`config.mk`:
```
export PLATFORM = sky130hd
export DESIGN_NAME = piso_serializer_flat
export DESIGN_NICKNAME = d
export VERILOG_FILES = /design/src/rtl/piso_serializer_if.sv /design/src/rtl/piso_serializer.sv /design/src/flat_wrapper.sv
export SDC_FILE = /design/constraint.sdc
export NUM_CORES = 1
export LEC_CHECK = 0
export BUFFER_PORTS_ARGS = -buffer_cell sky130_fd_sc_hd__buf_2
export CORE_AREA = 4 4 41 43
export DETAILED_ROUTE_END_ITERATION = 6
export DIE_AREA = 0 0 45 47
export PLACE_DENSITY_LB_ADDON = 0.2
export SLEW_MARGIN = 20
export SYNTH_ARGS = -nofsm -noshare
export SYNTH_HDL_FRONTEND = slang
export SYNTH_SLANG_ARGS = --single-unit
```
`constraint.sdc`:
```
create_clock -name clk -period 2.9 [get_ports clk]
set_clock_uncertainty 0.05 [all_clocks]
set_input_delay 0.29 -clock clk [delete_from_list [all_inputs] [get_ports clk]]
set_output_delay 0.29 -clock clk [all_outputs]
set_load 0.005 [all_outputs]
```
`src/rtl/piso_serializer_if.sv`:
```
// Load handshake and valid-qualified serial output bundle for piso_serializer.
// The master side offers parallel words and consumes the serial stream.
interface piso_serializer_if #(
    parameter int N = 4
);
    logic [N-1:0] pi;
    logic         load_valid;
    logic         load_ready;
    logic         so;
    logic         so_valid;
    logic         done;

    modport master (
        output pi, load_valid,
        input  load_ready, so, so_valid, done
    );

    modport slave (
        input  pi, load_valid,
        output load_ready, so, so_valid, done
    );
endinterface

```
`src/rtl/piso_serializer.sv`:
```
// Parallel-in serial-out shifter: a word accepted at edge k drives bits in cycles k+1..k+N, with done on the last bit.
// load_ready drops while a word is in flight and returns on its done cycle, so back-to-back words load with no gap.
module piso_serializer #(
    parameter int N         = 4,
    parameter bit MSB_FIRST = 1'b1
) (
    input  logic             clk,
    input  logic             rst,
    piso_serializer_if.slave bus
);
    localparam int CW = (N > 1) ? $clog2(N) : 1;

    typedef enum logic {
        IDLE,
        SHIFT
    } state_t;

    state_t          state;
    state_t          state_nxt;
    logic [N-1:0]    shreg;
    logic [N-1:0]    shreg_nxt;
    logic [CW-1:0]   cnt;
    logic [CW-1:0]   cnt_nxt;
    logic            accept;
    logic            last_bit;

    // Outputs depend on registers only; load_valid never reaches them combinationally.
    assign last_bit       = (state == SHIFT) && (cnt == '0);
    assign bus.so         = MSB_FIRST ? shreg[N-1] : shreg[0];
    assign bus.so_valid   = (state == SHIFT);
    assign bus.done       = last_bit;
    assign bus.load_ready = (state == IDLE) || last_bit;
    assign accept         = bus.load_valid && bus.load_ready;

    always_ff @(posedge clk or posedge rst) begin
        if (rst) begin
            state <= IDLE;
            shreg <= '0;
            cnt   <= '0;
        end else begin
            state <= state_nxt;
            shreg <= shreg_nxt;
            cnt   <= cnt_nxt;
        end
    end

    always_comb begin
        state_nxt = state;
        shreg_nxt = shreg;
        cnt_nxt   = cnt;
        if (accept) begin
            state_nxt = SHIFT;
            shreg_nxt = bus.pi;
            cnt_nxt   = CW'(N - 1);
        end else if (state == SHIFT) begin
            if (cnt != '0) begin
                shreg_nxt = MSB_FIRST ? (shreg << 1) : (shreg >> 1);
                cnt_nxt   = cnt - CW'(1);
            end else begin
                // Clearing the register keeps so low while idle.
                state_nxt = IDLE;
                shreg_nxt = '0;
            end
        end
    end
endmodule
```
`src/flat_wrapper.sv`:
```
// flat-port wrapper written by rule: the top's interface ports become plain ports
module piso_serializer_flat 
#(
    parameter int N         = 4,
    parameter bit MSB_FIRST = 1'b1
)
  (clk, rst, bus_pi, bus_load_valid, bus_load_ready, bus_so, bus_so_valid, bus_done);
  piso_serializer_if #(.N(N)) bus_i ();
  input  logic clk;
  input  logic rst;
  input wire logic [$bits(bus_i.pi)-1:0] bus_pi;
  input wire logic [$bits(bus_i.load_valid)-1:0] bus_load_valid;
  output wire logic [$bits(bus_i.load_ready)-1:0] bus_load_ready;
  output wire logic [$bits(bus_i.so)-1:0] bus_so;
  output wire logic [$bits(bus_i.so_valid)-1:0] bus_so_valid;
  output wire logic [$bits(bus_i.done)-1:0] bus_done;
  assign bus_i.pi = bus_pi;
  assign bus_i.load_valid = bus_load_valid;
  assign bus_load_ready = bus_i.load_ready;
  assign bus_so = bus_i.so;
  assign bus_so_valid = bus_i.so_valid;
  assign bus_done = bus_i.done;
  piso_serializer #(.N(N), .MSB_FIRST(MSB_FIRST)) u_core (.clk(clk), .rst(rst), .bus(bus_i));
endmodule
```
==> flow_summary.json <==
{
  "run_status": "complete, no violations",
  "initial_core_utilization_pct": 24.13,
  "numCtsBuffers": 3,
  "row_count": 13,
  "globalRouteTotalUtil_pct": 7.484,
  "ant_nets": 0,
  "worstPathCellList": "inv_1 -> ha_1 -> nor2b_4 -> inv_2 -> buf_2",
  "setup-violations-final": 0,
  "cts_num_sinks": 7,
  "routedWlPerCell_um": 10.17,
  "core_area_mm2": 0.001301,
  "grt.overflow.total": 0,
  "worstRegToRegCells": 5,
  "grt_start_max_net_pins": 9,
  "fin_tns_setup_ns": 0,
  "final_layout_size_suffix_gt1_share_pct": 35.56,
  "drc": 0,
  "regToRegSetupSlack_ns": 1.56,
  "worstPathMaxFanout": 8,
  "finalHoldViolations": 0,
  "routabilityCongestion": 0.6881,
  "fin_cells": 60,
  "yosys.cell_count.top_type": "sky130_fd_sc_hd__dfrtp_1",
  "totalPowerFinal_mw": 0.4040,
  "cts_tree": "done",
  "post_synth_inst_count": 30,
  "final_core_area_utilization_pct": 32.21,
  "floorplan.die_area_mm2": 0.002115,
  "synth_flop_cell": "sky130_fd_sc_hd__dfrtp_1",
  "detail_route.wirelength_um": 610,
  "drt_pass1_iterations": 3,
  "r2r-end": "u_core.shreg[0]",
  "cp_slowest_stage_delay_ns": 0.36,
  "static-leakage-power_nw": 0.2267,
  "asyncSetResetFlopFracSynth_pct": 100.0,
  "cts_htree_levels": 1,
  "clk_path_buf_depth": 2,
  "io-pin-count": 11,
  "worst_slew_pin_slew_ns": 0.2726,
  "initialDrtViolationCount": 12,
  "postSynthRegisterBits": 7,
  "layout_min_cycle_time_ns": 1.637,
  "detail_route.vias_per_cell": 4.350,
  "timing.fmax_ghz": 0.6109,
  "synthesis.nets": 38,
  "timing_max_transition_violations_final": 0,
  "synth-edff-count": 0,
  "hold_ws_ns": 0.2203,
  "wire_length_of_the_first_global_routing_pass_um": 1014,
  "worst_hold_launch": "bus_pi[3]",
  "detailedPlace.worstSlack_ns": 1.530,
  "grt_util_met2_pct": 9.605,
  "pwr_cell_area_mw_per_mm2": 963.9,
  "cts_root_buf": "sky130_fd_sc_hd__clkbuf_4",
  "cp_arrival_ns": 1.30,
  "yosysSeqAreaShare_pct": 55.78,
  "die-height_um": 47,
  "synth_area_leaders": "sky130_fd_sc_hd__dfrtp_1 (56%), sky130_fd_sc_hd__a22oi_1 (7.2%), sky130_fd_sc_hd__nand3_1 (4.8%), sky130_fd_sc_hd__nor2b_4 (4.4%), sky130_fd_sc_hd__ha_1 (4.0%)",
  "global_route.usage.met3_pct": 7.663,
  "initial_antenna_violation_count": 0,
  "cap_violations": 0,
  "gr-max-usage-layer": "met2",
  "holdCritPathClass": "in2reg",
  "r2r_startpoint": "u_core.cnt[0]",
  "worstSkewPairLatency_ns": 0.25,
  "final.period_utilization_pct": 56.45,
  "die_w_um": 45,
  "master_of_the_slowest_instance_on_the_critical_path": "sky130_fd_sc_hd__dfrtp_1",
  "synth.cells.most_frequent": "sky130_fd_sc_hd__dfrtp_1 (7), sky130_fd_sc_hd__a22oi_1 (3), sky130_fd_sc_hd__inv_1 (3), sky130_fd_sc_hd__nand2_1 (3), sky130_fd_sc_hd__nand3_1 (3)",
  "postPlaceCellArea_um2": 382.9,
  "average_footprint_of_a_synthesized_cell_um2": 10.47,
  "power.ir.vdd_worst_mv": 0.3265,
  "critPathRequiredTime_ns": 2.56,
  "worstHoldPathCells": 3,
  "netlist_area_um2": 314.1,
  "slew-limit-headroom_pct": 81.81,
  "unique_masters_post_synth": 15,
  "cell_count_after_placement": 55,
  "first_global_vias": 227,
  "design.final.nets": 54,
  "worst_setup_hold_path_clk_slew_ns": 0.06,
  "grtUsageMet1_pct": 7.907,
  "synth_warnings": 0,
  "diodes": 0,
  "area_growth_synth_to_finish_pct": 33.47,
  "place.port_buffers": 10,
  "post-route-worst-setup-slack_ns": 1.263,
  "crit_path_end_kind": "primary output",
  "hold-path-endpoint": "u_core.shreg[3]",
  "layout.cell_area.non_filler_um2": 419.2,
  "cts.repair.resized": 0,
  "grt_setup_unrepaired": "false",
  "detailroute.via_count": 261,
  "cp-start-kind": "register",
  "yosysTopAreaCellShare_pct": 55.78,
  "synthDominantAreaCellType": "sky130_fd_sc_hd__dfrtp_1",
  "critical_path_class": "reg2out"
}
-- worst max path at each step --
stage / to / from / slack [ns] / cells past startpoint
2_1_floorplan: u_core.shreg[0] / u_core.cnt[0] / 1.64 / 5
3_3_place_gp: bus_load_ready / u_core.cnt[0] / 1.54 / 5
4_1_cts: bus_load_ready / u_core.cnt[0] / 1.25 / 5
6_report: bus_load_ready / u_core.cnt[0] / 1.26 / 5
5_1_grt: bus_load_ready / u_core.cnt[0] / 1.18 / 5
3_5_place_dp: bus_load_ready / u_core.cnt[0] / 1.53 / 5
-- placed cells by master, fill, tap and decap left out --
| master | instances |
|---|---|
| sky130_fd_sc_hd__a21oi_1 | 1 |
| sky130_fd_sc_hd__o21ai_0 | 2 |
| sky130_fd_sc_hd__nor3_1 | 1 |
| sky130_fd_sc_hd__dlygate4sd3_1 | 1 |
| sky130_fd_sc_hd__or2b_1 | 1 |
| sky130_fd_sc_hd__inv_1 | 3 |
| sky130_fd_sc_hd__dfrtp_1 | 7 |
| sky130_fd_sc_hd__nand2_1 | 3 |
| sky130_fd_sc_hd__and2_2 | 1 |
| sky130_fd_sc_hd__a32o_1 | 1 |
| sky130_fd_sc_hd__clkbuf_1 | 1 |
| sky130_fd_sc_hd__nand3_1 | 3 |
| sky130_fd_sc_hd__nor2_1 | 1 |
| sky130_fd_sc_hd__a22oi_1 | 3 |
| sky130_fd_sc_hd__inv_2 | 1 |
| sky130_fd_sc_hd__clkbuf_4 | 3 |
| sky130_fd_sc_hd__nor2b_4 | 1 |
| sky130_fd_sc_hd__buf_2 | 10 |
| sky130_fd_sc_hd__ha_1 | 1 |
-- layout make-up --
type	instances	area [µm²]
fill	149	882.1
timing repair buffer	11	60.06
clock buffer	4	26.28
sequential	7	175.2
tap	15	18.77
inverter	4	15.01
multi-input combinational	19	123.9
-- where the power goes --
part           internal [mW]  switching, mW
logic                 0.0745         0.0844
clock network         0.0525         0.0355
registers              0.137         0.0204
total                  0.264          0.140
-- what timing repair did --
| action | CTS | global route |
|---|---|---|
| hold endpoints to repair | 7 | 0 |
| hold buffers | 1 | 0 |
| buffers inserted | 0 | 0 |
-- sequential cells by signal, indices dropped and copies added (netlist names) --
name,count
u_core.bus.so_valid,1
u_core.cnt,2
u_core.shreg,4
-- metal layers --
| metal | share of wire (%) | vias up |
|---|---|---|
| li1 | - | 132 |
| met1 | 49 | 122 |
| met2 | 41 | 7 |
| met3 | 9.5 | 0 |
| met4 | 0 | 0 |
| met5 | 0 | - |
-- cell families after synthesis --
kind of cell	count (synthesis)	synth area share (%)
compound gates	7	15.14
flops	7	55.78
simple gates	11	20.32
fa+ha+maj	1	3.983
buf+inv	4	4.779
-- worst max-delay path: cells and delay by family (launching register included) --
kind          cells  cell delay (ns)
buf+inv           3             0.27
simple gates      1             0.18
flops             1             0.36
fa+ha+maj         1             0.22
Note: power is estimated with default switching activity, not from simulation.
